===== src/rtl/grn_node_dual_traj.sv =====
// Gene-regulatory-network node with slow (s0) and fast (s1) trajectory copies
// for tortoise/hare attractor detection.
module grn_node_dual_traj #(
  parameter int STATE_W  = 1,
  parameter int SLOW_DIV = 2,
  parameter int CNT_W    = 16
) (
  input  logic               clk,
  input  logic               rst,
  input  logic               reset_nos,
  input  logic [STATE_W-1:0] init_state,
  input  logic               start_s0,
  input  logic               start_s1,
  input  logic [STATE_W-1:0] next_s0,
  input  logic [STATE_W-1:0] next_s1,
  output logic [STATE_W-1:0] s0,
  output logic [STATE_W-1:0] s1,
  output logic               s0_upd,
  output logic               s1_upd,
  output logic               match,
  output logic [CNT_W-1:0]   chg_cnt
);

  localparam int DIV_W = (SLOW_DIV > 1) ? $clog2(SLOW_DIV) : 1;
  localparam logic [DIV_W-1:0] DIV_LOAD = DIV_W'(SLOW_DIV - 1);

  logic [DIV_W-1:0] div_cnt;
  logic             s0_fire;
  logic             s1_count;

  // With SLOW_DIV == 1 the reload value is 0, so every start_s0 fires.
  assign s0_fire  = start_s0 && (div_cnt == '0);
  assign s1_count = start_s1 && (next_s1 != s1) && (chg_cnt != '1);
  assign match    = (s0 == s1);

  // NOTE: every register, including the divider, sits under the synchronous
  // reset so no X ever reaches the neighbour regulation functions; all state
  // updates use non-blocking assignments so the edge samples pre-edge values.
  always_ff @(posedge clk) begin
    if (rst) begin
      s0      <= '0;
      s1      <= '0;
      s0_upd  <= 1'b0;
      s1_upd  <= 1'b0;
      chg_cnt <= '0;
      div_cnt <= DIV_LOAD;
    end else if (reset_nos) begin
      s0      <= init_state;
      s1      <= init_state;
      s0_upd  <= 1'b0;
      s1_upd  <= 1'b0;
      chg_cnt <= '0;
      div_cnt <= '0;
    end else begin
      s0_upd <= s0_fire;
      s1_upd <= start_s1;
      if (s0_fire) begin
        s0      <= next_s0;
        div_cnt <= DIV_LOAD;
      end else if (start_s0) begin
        div_cnt <= div_cnt - DIV_W'(1);
      end
      if (start_s1) s1 <= next_s1;
      if (s1_count) chg_cnt <= chg_cnt + CNT_W'(1);
    end
  end

endmodule


===== config.mk =====
export PLATFORM = sky130hd
export DESIGN_NAME = grn_node_dual_traj
export DESIGN_NICKNAME = d
export VERILOG_FILES = /design/src/rtl/grn_node_dual_traj.sv
export SDC_FILE = /design/constraint.sdc
export NUM_CORES = 1
export LEC_CHECK = 0
export CAP_MARGIN = 40
export CORE_ASPECT_RATIO = 1.2
export CORE_MARGIN = 5
export CORE_UTILIZATION = 41
export CTS_CLUSTER_SIZE = 30
export DETAILED_ROUTE_END_ITERATION = 8
export GPL_TIMING_DRIVEN = 0
export PLACE_DENSITY = 0.76
export RECOVER_POWER = 50
export SLEW_MARGIN = 15
export SYNTH_ARGS = -nofsm -noshare
export SYNTH_HDL_FRONTEND = slang
export SYNTH_SLANG_ARGS = --single-unit

===== constraint.sdc =====
create_clock -name clk -period 1.8 [get_ports clk]
set_input_delay 0.18 -clock clk [delete_from_list [all_inputs] [get_ports clk]]
set_output_delay 0.18 -clock clk [all_outputs]
set_load 0.02 [all_outputs]

**Yosys cells after proc, flatten, opt, wreduce, memory -nomap -nowiden**

Index checks and enable logic that the tools add are counted.

- Reduce and logical (&&, ||, !) cells: 7
- Bitwise logic cells: 1
- Muxes and demuxes: 7
- Equal/unequal tests: 3
- Add/subtract/negate cells: 2

Operators with widths:

| operator | count |
|---|---|
| 16-bit by 1-bit adder with 16-bit output, second input constant | 1 |
| 16-bit != test, second input constant | 1 |
| 1-bit 2-to-1 mux | 7 |
| 2-bit nonzero test | 2 |
| 1-bit logical AND | 3 |
| 3-bit nonzero test | 1 |
| 2-bit OR reduction | 1 |
| 1-bit == test | 1 |
| 1-bit != test | 1 |
| 1-bit inverter | 1 |
| 1-bit subtractor, second input constant | 1 |

- Register bits after elaboration: 21
- Output and inout port bits: 21
- Logic and storage cells: 26

**Depth between registers and ports, before layout**

- Depth after elaboration: 4
- Mapped depth: 6

**Least setup slack after synthesis**

Ideal clock, no wire load.

- Kind: flip-flop to flip-flop
- Start: register chg_cnt[0]
- End: register chg_cnt[1]
- Clock period less this slack: 1.728 ns
- Library setup time: 0.126 ns
- Path buffers: 0
- Stages on the path, launching flop included: 7
- Slack: 0.072 ns
- Arrival: 1.602 ns
- Cells stage by stage: dfxtp_1 -> ha_1 -> nand2_1 -> nor3_2 -> a21oi_1 -> mux2i_1 -> nor2_1

- Cells in the longest elaborated chain, start to end: 2
- Elaborated cells between the ends (all ways): 3
- Classes of those cells: add/sub (1); eq/ne (1); reduce/logical (1)

RTL lines:

| element | RTL line | source |
|---|---|---|
| start, declared | 21 | `output logic [CNT_W-1:0] chg_cnt` |
| start signal, assigned | 64 | `if (s1_count) chg_cnt <= chg_cnt + CNT_W'(1);` |
| parallel branches: the longest is 2 deep, another holds 16-bit by 1-bit adder with 16-bit output | n/a |  |

Several ways; the timed one is not identified.
A chain may end at the register's enable or synchronous reset.

**Worst setup path in the final report**

- Start: register chg_cnt[4]
- End: register chg_cnt[15]

The elaborated chain is that of the path after synthesis.

==> flow_summary.json <==
{
  "status": "finished, final reports clean",
  "track_usage_pct": 13.16,
  "hold_start": "rst",
  "antenna_found_initial": 0,
  "antenna_cells": 0,
  "final_hold_viol_count": 0,
  "finalWorstSetupSlack_ns": 0.1355,
  "nFillCells": 227,
  "yosys_warnings": 0,
  "boundaryPins": 29,
  "tightest_slew_ns": 0.4472,
  "endpoint_kind": "register",
  "yosys-top-cells-area": "dfxtp_1, xnor2_1, nor2_1",
  "cp.required_ns": 1.98,
  "multi_input_area_sq_um": 581.8,
  "synth_top_cell_by_area": "dfxtp_1",
  "path_max_fanout": 7,
  "async_flop_share_pct": 0,
  "clock-root-buffer": "clkbuf_4",
  "cp-startpoint": "chg_cnt[4]$_SDFFE_PP0P_",
  "post-dp-hpwl_um": 1743,
  "irDropWorstVdd_mv": 0.4444,
  "ys_ff_latch": 21,
  "regArea_sq_um": 422.9,
  "cap_violations": 0,
  "rsz0062_at_grt": "no",
  "start_kind": "register",
  "cts.sinks": 21,
  "layout_common_cells": "nor2_1, dfxtp_1, dlygate4sd3_1",
  "synth_ff_type": "dfxtp_1",
  "cts_max_level": 1,
  "routedWlPerCell_um": 12.39,
  "fmax_mhz": 600.8,
  "leakagePower_nw": 0.5042,
  "grt_pass1_vias": 921,
  "die_w_um": 55.56,
  "finalNetCount": 156,
  "holdCritPathClass": "primary input to register",
  "area_growth_pct": 36.76,
  "wl_met1_um": 936,
  "grt_max_degree": 12,
  "vias": 896,
  "final_cell_count_no_fill": 177,
  "max_slew_margin_pct": 70.19,
  "slowest_stage": "dfxtp_1",
  "dp.cells": 171,
  "drtIter0Drc": 6,
  "cp.buffers_inverters": 0,
  "layout_commonest_cell": "nor2_1",
  "cts_made_buffers": 3,
  "die_area_sq_mm": 0.003592,
  "cts.clk_slew.worst_paths_ns": 0.12,
  "gr-total-overflow": 0,
  "grt_pass1_wl_um": 3912,
  "synth.distinct_cells": 29,
  "tritoncts": "built",
  "timing.final.crit_period_ns": 1.664,
  "finClkSkew_ns": 0.009118,
  "core-area_sq_mm": 0.002330,
  "total_power_w": 0.0007960,
  "critPathMaxStageDelay_ns": 0.48,
  "syn-mean-instance-area_sq_um": 9.116,
  "ys_seq_area_share_pct": 41.18,
  "gp_congestion": 0.7618,
  "setup_viol": 0,
  "slew_violations": 0,
  "fin_area_sq_mm": 0.001396,
  "clk_latency_ns": 0.30,
  "power.density_mw_per_mm2": 570.1,
  "ctsLongestPathBuffers": 2,
  "dpl_cell_area_sq_mm": 0.001340,
  "postRouteAntennaNets": 0,
  "row_count": 19,
  "crit_family": "simple AND/OR/NAND/NOR gates",
  "drt_pass1_iterations": 4,
  "drive_above_1_share_pct": 13.01,
  "worstPathArrival_ns": 1.85,
  "chipHeight_um": 64.67,
  "initial_core_util_pct": 43.82,
  "vias_per_cell": 5.062,
  "reg2reg_from": "chg_cnt[4]$_SDFFE_PP0P_",
  "synth_top_area_share_pct": 41.18,
  "syn-num-nets": 121,
  "ff2ff_setup_slack_ns": 0.14,
  "port_buffers": 28,
  "met2_length_um": 1100,
  "post-route-period-util_pct": 92.47,
  "wl_met3_um": 124,
  "synth_edf_count": 0,
  "fin_hold_ws_ns": 0.5096,
  "totalWireLength_um": 2193,
  "worstSetupPathType": "register to register",
  "top_layer": "met4",
  "place_ws_ns": -0.06648,
  "worstPathCellList": "nand4_2, or2_1, nor4_1, xnor2_1, nor2_1",
  "netlist_instances": 112,
  "syn_area_sq_mm": 0.001021,
  "remaining_drc_errors": 0
}
-- report_power, final --
group / internal, W / switching (W)
combinational: 0.0000455 / 0.0000428
clock: 0.0000863 / 0.000140
sequential: 0.000473 / 0.00000780
total: 0.000605 / 0.000191
-- layout make-up --
type,instances,area share [%]
flip-flops and latches,21,30.29
well taps,31,2.778
plain buffers,3,0.8961
multi-input cells,83,41.67
inverters,5,1.344
clock buffers,4,1.882
repair buffers,30,21.15
-- worst paths after layout --
kind	cells past startpoint	endpoint
max	5	chg_cnt[15]$_SDFFE_PP0P_
min	2	div_cnt$_SDFFE_PP1P_
max reg2reg	5	chg_cnt[15]$_SDFFE_PP0P_
min reg2reg	2	chg_cnt[14]$_SDFFE_PP0P_
-- cell families (layout without fill, tap and decap cells) --
logic type / count (synthesis) / count (layout) / share of synthesized area (%)
xor gates and xnor gates: 17 / 17 / 15.32
and+or+nand+nor: 46 / 46 / 24.39
AOI/OAI and AO/OA: 16 / 16 / 11.76
muxes: 3 / 3 / 3.186
buffers and inverters: 8 / 42 / 2.941
DFF: 21 / 21 / 41.18
adders and majority gates: 1 / 1 / 1.225
-- cell usage after synthesis (all sizes together) (3+ instances only) --
| library cell | n |
|---|---|
| inv | 5 |
| a211oi | 9 |
| nand3 | 5 |
| xnor2 | 16 |
| nand2 | 6 |
| nor2 | 20 |
| a21oi | 3 |
| dfxtp | 21 |
| nand4 | 3 |
-- per-layer routing --
metal	track usage, %	up-vias
met1	14.22	407
met4	3.647	0
met3	3.571	4
met5	0	-
met2	25.00	24
li1	-	461
-- per-stage QoR --
| stage | setup TNS, ns | utilization (%) |
|---|---|---|
| 2_1_floorplan | 0 | - |
| 3_3_place_gp | -0.2746 | 57.52 |
| 3_5_place_dp | -0.6318 | 57.52 |
| 4_1_cts | 0 | 58.92 |
| 5_1_grt | 0 | 59.94 |
| 6_report | 0 | 59.94 |
-- sequential cells by signal, summed over array words and instances, names as in the netlist --
register	flops
div_cnt	1
s1_upd	1
s1	1
s0_upd	1
s0	1
chg_cnt	16
-- what timing repair did --
| item | in CTS | in global routing |
|---|---|---|
| gates cloned | 0 | 0 |
| setup endpoints to repair | 8 | 13 |
| hold buffers | 0 | 0 |
| buffers inserted | 0 | 2 |
| pin swaps | 0 | 1 |
| gates resized for setup | 1 | 5 |
(Power assumes the default switching activity.)
